### config.mk
export PLATFORM = sky130hd
export DESIGN_NAME = pipeline_hazard_ctrl
export DESIGN_NICKNAME = d
export VERILOG_FILES = /design/src/rtl/pipeline_hazard_ctrl.sv
export SDC_FILE = /design/constraint.sdc
export NUM_CORES = 1
export LEC_CHECK = 0
export ABC_AREA = 0
export BUFFER_PORTS_ARGS = -buffer_cell sky130_fd_sc_hd__buf_4
export CAP_MARGIN = 40
export CORE_UTILIZATION = 52
export CTS_CLUSTER_SIZE = 20
export DETAILED_ROUTE_END_ITERATION = 10
export PLACE_DENSITY = 0.85
export SLEW_MARGIN = 20
export SYNTH_ARGS = -nofsm -noshare
export SYNTH_HDL_FRONTEND = slang
export SYNTH_SLANG_ARGS = --single-unit
### constraint.sdc
create_clock -name clk -period 3 [get_ports clk]
set_clock_uncertainty 0.05 [all_clocks]
set_input_delay 0.3 -clock clk [delete_from_list [all_inputs] [get_ports clk]]
set_output_delay 0.3 -clock clk [all_outputs]
set_load 0.05 [all_outputs]
### src/rtl/pipeline_hazard_ctrl.sv
// Stall/flush sequencer for the 5-stage RV32 pipeline: load-use and branch hazards,
// the data-memory req/ack handshake with timeout, and a saturating stall-cycle counter.
module pipeline_hazard_ctrl #(
    parameter int unsigned TIMEOUT_CYCLES = 16,
    parameter int unsigned CNT_W          = 32
) (
    input  logic             clk,
    input  logic             rst,
    input  logic [4:0]       id_rs1,
    input  logic [4:0]       id_rs2,
    input  logic             id_use_rs1,
    input  logic             id_use_rs2,
    input  logic [4:0]       ex_rd,
    input  logic             ex_mem_read,
    input  logic             ex_branch_taken,
    input  logic             mem_read,
    input  logic             mem_write,
    input  logic             dmem_ack,
    output logic             dmem_req,
    output logic             pc_en,
    output logic             if_id_en,
    output logic             id_ex_en,
    output logic             ex_mem_en,
    output logic             if_id_flush,
    output logic             id_ex_flush,
    output logic             mem_wb_bubble,
    output logic             timeout_err,
    output logic [CNT_W-1:0] perf_stall_cnt
);

    localparam int unsigned TO_W = 8;
    localparam logic [TO_W-1:0] TO_LAST = TO_W'(TIMEOUT_CYCLES - 1);

    typedef enum logic {
        ST_IDLE = 1'b0,
        ST_WAIT = 1'b1
    } state_t;

    state_t          state;
    state_t          state_nxt;
    logic [TO_W-1:0] to_cnt;
    logic [TO_W-1:0] to_cnt_nxt;
    logic            timeout_hit;
    logic            mem_op;
    logic            mem_stall;
    logic            load_use;
    logic            lu_stall;

    assign mem_op = mem_read | mem_write;

    assign load_use = ex_mem_read && (ex_rd != 5'd0) &&
                      ((id_use_rs1 && (id_rs1 == ex_rd)) ||
                       (id_use_rs2 && (id_rs2 == ex_rd)));

    // A taken branch squashes the ID instruction, so its load-use stall is moot.
    assign lu_stall = load_use & ~ex_branch_taken;

    // Handshake: next state, timeout counter and the freeze request.
    always_comb begin
        state_nxt   = state;
        to_cnt_nxt  = to_cnt;
        timeout_hit = 1'b0;
        mem_stall   = 1'b0;
        case (state)
            ST_IDLE: begin
                if (mem_op && !dmem_ack) begin
                    mem_stall  = 1'b1;
                    state_nxt  = ST_WAIT;
                    to_cnt_nxt = TO_W'(1);
                end
            end
            ST_WAIT: begin
                if (dmem_ack) begin
                    state_nxt  = ST_IDLE;
                    to_cnt_nxt = '0;
                end else if (to_cnt == TO_LAST) begin
                    timeout_hit = 1'b1;
                    state_nxt   = ST_IDLE;
                    to_cnt_nxt  = '0;
                end else begin
                    mem_stall  = 1'b1;
                    to_cnt_nxt = to_cnt + TO_W'(1);
                end
            end
            default: begin
                state_nxt  = ST_IDLE;
                to_cnt_nxt = '0;
            end
        endcase
    end

    // Pipeline-register controls; memory freeze overrides branch, branch overrides load-use.
    always_comb begin
        dmem_req      = 1'b0;
        pc_en         = 1'b1;
        if_id_en      = 1'b1;
        id_ex_en      = 1'b1;
        ex_mem_en     = 1'b1;
        if_id_flush   = 1'b0;
        id_ex_flush   = 1'b0;
        mem_wb_bubble = 1'b0;
        if (!rst) begin
            dmem_req = (state == ST_WAIT) ? 1'b1 : mem_op;
            if (mem_stall) begin
                pc_en         = 1'b0;
                if_id_en      = 1'b0;
                id_ex_en      = 1'b0;
                ex_mem_en     = 1'b0;
                mem_wb_bubble = 1'b1;
            end else if (ex_branch_taken) begin
                if_id_flush = 1'b1;
                id_ex_flush = 1'b1;
            end else if (load_use) begin
                pc_en       = 1'b0;
                if_id_en    = 1'b0;
                id_ex_flush = 1'b1;
            end
        end
    end

    always_ff @(posedge clk) begin
        if (rst) begin
            state          <= ST_IDLE;
            to_cnt         <= '0;
            timeout_err    <= 1'b0;
            perf_stall_cnt <= '0;
        end else begin
            state  <= state_nxt;
            to_cnt <= to_cnt_nxt;
            if (timeout_hit) begin
                timeout_err <= 1'b1;
            end
            if ((mem_stall || lu_stall) && (perf_stall_cnt != {CNT_W{1'b1}})) begin
                perf_stall_cnt <= perf_stall_cnt + CNT_W'(1);
            end
        end
    end

endmodule
# After elaboration in Yosys (flattened, before gate mapping)
# Cells that the tools add are included.
# Widths: inputs -> output; s select.
# totals
regBits	42
output_inout_bits	41
input_bits	24
word_cells	53
# op_classes
reduce_logical	10
n_bitwise	4
n_eq_ne	5
add_sub_neg	2
muxes	28
# ops
op	n
$add 32x1->32 const B	1
$ne 32x32->1 const B	1
$mux 8	3
$mux 1	23
$pmux 8 s2	1
$eq 5x5->1	2
$add 8x1->8 const B	1
$eq 8x4->1 const B	1
$logic_and 1x1->1	6
$reduce_bool 5->1	1
$logic_or 1x1->1	2
$ne 2x2->1 const B	1
$not 1->1	2
$pmux 1 s2	1
$and 1x1->1	1
$logic_not 1->1	1
$or 1x1->1	1

# Logic depth before layout (Yosys ltp)
# depth
depth_word	8
ltp_mapped	10
mapped_depth_nobuf	8

# Least setup slack after synthesis
# Ideal clock, no wire load.
# synth_path
kind	flip-flop to output port
from	register to_cnt[0]
to	output port id_ex_en
slack_ns	-0.042
arrival_ns	2.692
stages_incl_launch_ff	8
n_path_buf	1
required_time_ns	2.650
path_cell_list	dfxtp_1 > ha_1 > nand4b_1 > nor4_2 > a211oi_2 > nor2b_1 > inv_1 > buf_4
# synth_between
elab_chain_len	6
# synth_rtl
element	line_no	rtl
start, declared	41	logic [TO_W-1:0] to_cnt;
start signal, assigned	129	to_cnt <= to_cnt_nxt;
$eq 8x4->1	76	end else if (to_cnt == TO_LAST) begin
$mux 1	76	
$mux 1	73	if (dmem_ack) begin
$pmux 1 s2	64	case (state)
$mux 1 (2 in series)	-	
end, declared	22	output logic id_ex_en,
# No other way between the ends.

# Worst setup path in the final report
# layout_path
from	register to_cnt[0]
to	output port if_id_en
# layout_between
elab_chain_len	6
# layout_rtl
element	line_no	rtl
$eq 8x4->1	76	
$mux 1	76	
$mux 1	73	
$pmux 1 s2	64	
$mux 1	104	if (mem_stall) begin
$mux 1	102	if (!rst) begin
end, declared	21	output logic if_id_en,
# No other way between the ends.

==> out/qor.txt <==
Status - complete, no violations
Clock Tree Root - clkbuf_8
Met3 wire length - 222 µm
TritonCTS clock tree - built
R2R Path End - perf_stall_cnt[26]$_SDFFE_PP0P_
First-pass GRT wire length - 8650 µm
Post-CTS sizing - 0
DRC viols - 0
Wl on met1 - 2350 µm
Hold Path Class - input pin to register
Detailed placement HPWL - 3700 µm
Skew-Pair Late Insertion Delay - 0.29 ns
Final setup viols - 0
Yosys warnings - 0
CP top delay family - simple AND/OR/NAND/NOR gates
CP Class - register to output port
Max Used Layer - met4
Reg-to-Reg Start - to_cnt[0]$_SDFFE_PP0P_
Buf+Inv Stages, Crit Path - 1
RSZ-0062 raised after global routing - no
Post-CTS setup buffers - 0
Total clock sinks - 42
Maximum clock frequency - 367 MHz
Ports - 65
Die width - 69.2 µm
Min Tclk post-route - 2.72 ns
DR pass1 iterations - 4
CP Capture Type - output port
Area leader, netlist - dfxtp_1
Worst Path Arrival - 2.37 ns
Grt ovf - 0
Antenna Nets Post-Route - 0
Initial antenna violation count - 0
#FFs+latches synth - 42
Post-synth top area share - 0.358
Antenna cell count - 0
Largest net degree at the start of global routing - 46
Final Power - 1080 µW
Yosys cell types - 43
Final WL - 5030 µm
Area of the multi-input gates - 1390 µm²
Register-to-Register Path Depth - 8
Layout cells sized above 1 - 0.246
CP Cell Sequence - ha_1, nand4b_1, nor4_2, a211oi_2, a31o_4, nand2b_1, buf_4
Slew Viols, Final - 0
Crit path capture - if_id_en
MaxCap Viol Count - 0
Fin. Hold Viols - 0
Worst stage delay on the critical path - 0.40 ns
Pwr/cell area - 373 nW/µm²
CTS max path bufs - 2
Worst slew pin tran - 0.505 ns
Port bufs - 64
Drt initial violations - 177
Row cnt - 24
Number of global-route vias before repair - 1997
Core area - 4350 µm²
Pre-CTS WS - 0.478 ns
Setup TNS - 0 ns
Gr usage total - 0.219
Async SR Flop Fraction - 0
Register area - 841 µm²
Worst Slack Setup Final - 0.278 ns
Area growth syn-to-layout - 23.3%
Peak fanout along the critical path - 31
Leak - 0.00113 µW
Die H - 69.2 µm
Vias per cell - 5.64
Fillers - 355
Gate count of the mapped netlist - 283
Mapped Area - 2350 µm²
CP Launch Point - to_cnt[0]$_SDFFE_PP0P_
Final Wtd Congestion - 0.805
Syn Nets - 309
Routed wl met2 - 2390 µm
Starting Density - 0.539
Avg Cell Area, Syn - 8.29 µm²
Worst R2R Setup Slack - 0.47 ns
Routed len/inst - 12.8 µm
Synth top area cells - dfxtp_1, xor2_1, nor2_1, nand3_1, xnor2_1
Worst vdd ir - 0.256 mV
# hold bufs at CTS - 0
WP depth - 7
DR vias - 2215
Number of flops mapped to enable cells by yosys - 0
Sequential-to-total area share from yosys stat - 0.358
Worst relative slew slack - 0.661
Req. time, crit path - 2.65 ns
H-Tree Depth - 2
Total Die Area - 4790 µm²
Startpoint types - register
Num CTS Buffers - 5
Reg clk slew, reported paths - 0.07 ns
Synth top cells by count - nor2_1, dfxtp_1, xor2_1, nand3_1, nand4_1
Final core occ - 0.665
Final Cycle Share - 0.907
# nets final - 366
Most frequent cell after synthesis - nor2_1
Slowest CP cell - nor4_2
Main flop type after synthesis - dfxtp_1
-- how the worst min path moves through the flow --
| stage | start | to | depth (start not counted) |
|---|---|---|---|
| 2_1_floorplan | to_cnt[0]$_SDFFE_PP0P_ | to_cnt[0]$_SDFFE_PP0P_ | 1 |
| 3_3_place_gp | timeout_err$_SDFFE_PP0P_ | timeout_err$_SDFFE_PP0P_ | 2 |
| 3_5_place_dp | timeout_err$_SDFFE_PP0P_ | timeout_err$_SDFFE_PP0P_ | 2 |
| 4_1_cts | dmem_ack | to_cnt[1]$_SDFFE_PP0P_ | 3 |
| 5_1_grt | dmem_ack | to_cnt[1]$_SDFFE_PP0P_ | 3 |
| 6_report | dmem_ack | to_cnt[1]$_SDFFE_PP0P_ | 3 |
-- tightest hold or removal path, stage by stage --
cell and delay, ns:
buf_4 0.11, nand3b_1 0.10, a21oi_1 0.06
-- registers in the layout, indices dropped and copies added, names as in the netlist --
name	count
perf_stall_cnt	32
to_cnt	8
timeout_err	1
state	1
-- cell type report --
cell class | instances | area share
Timing Repair Buffer | 65 | 0.169
Clock inverter | 1 | 0.00173
Multi-Input combinational cell | 220 | 0.479
Sequential cell | 42 | 0.290
Inverter | 6 | 0.00778
Tap cell | 52 | 0.0225
Clock buffer | 7 | 0.0298
-- cell families (layout without fill, tap and decap cells) --
kind of cell	count (synthesis)	after routing	share of synthesized area
simple gates	153	153	0.353
fa+ha+maj	2	2	0.0107
flops	42	42	0.358
xor+xnor	40	40	0.149
buf+inv	21	79	0.0517
compound gates	25	25	0.0768
-- where the power goes --
| group | switching, µW | total, µW | internal, µW |
|---|---|---|---|
| logic | 83.4 | 138 | 54.8 |
| registers | 5.99 | 568 | 562 |
| clock network | 189 | 374 | 186 |
-- stage by stage --
step / cells / cell area, µm² / hold slack [ns]
2_1_floorplan: 283 / 2350 / 0.407
3_3_place_gp: 385 / 2800 / 0.414
3_5_place_dp: 385 / 2800 / 0.423
4_1_cts: 393 / 2900 / 0.266
5_1_grt: 393 / 2900 / 0.288
6_report: 393 / 2900 / 0.272
-- cell usage in the layout (no fill, tap or decap), types with 2 or more instances in the layout --
master and count:
nand2b_1 4, nand3_1 25, and2_1 4, nor2b_1 2, o21ai_0 3, or3_1 2, nor3_1 7, inv_1 6
nand3b_1 4, nand4b_1 4, nand2_1 15, nand3_2 2, nor2_1 45, ha_1 2, nor4_1 2, dfxtp_1 42
nand4_1 16, o31ai_1 3, a21oi_1 10, buf_4 65, clkbuf_8 6, or4_1 3, xor2_1 28, xnor2_1 12
and3_1 10
-- metal layers --
layer,track usage,up-vias
li1,-,1105
met1,0.278,1042
met2,0.369,63
met3,0.0465,5
met4,0.0748,0
met5,0,-
(Power assumes the default switching activity.)
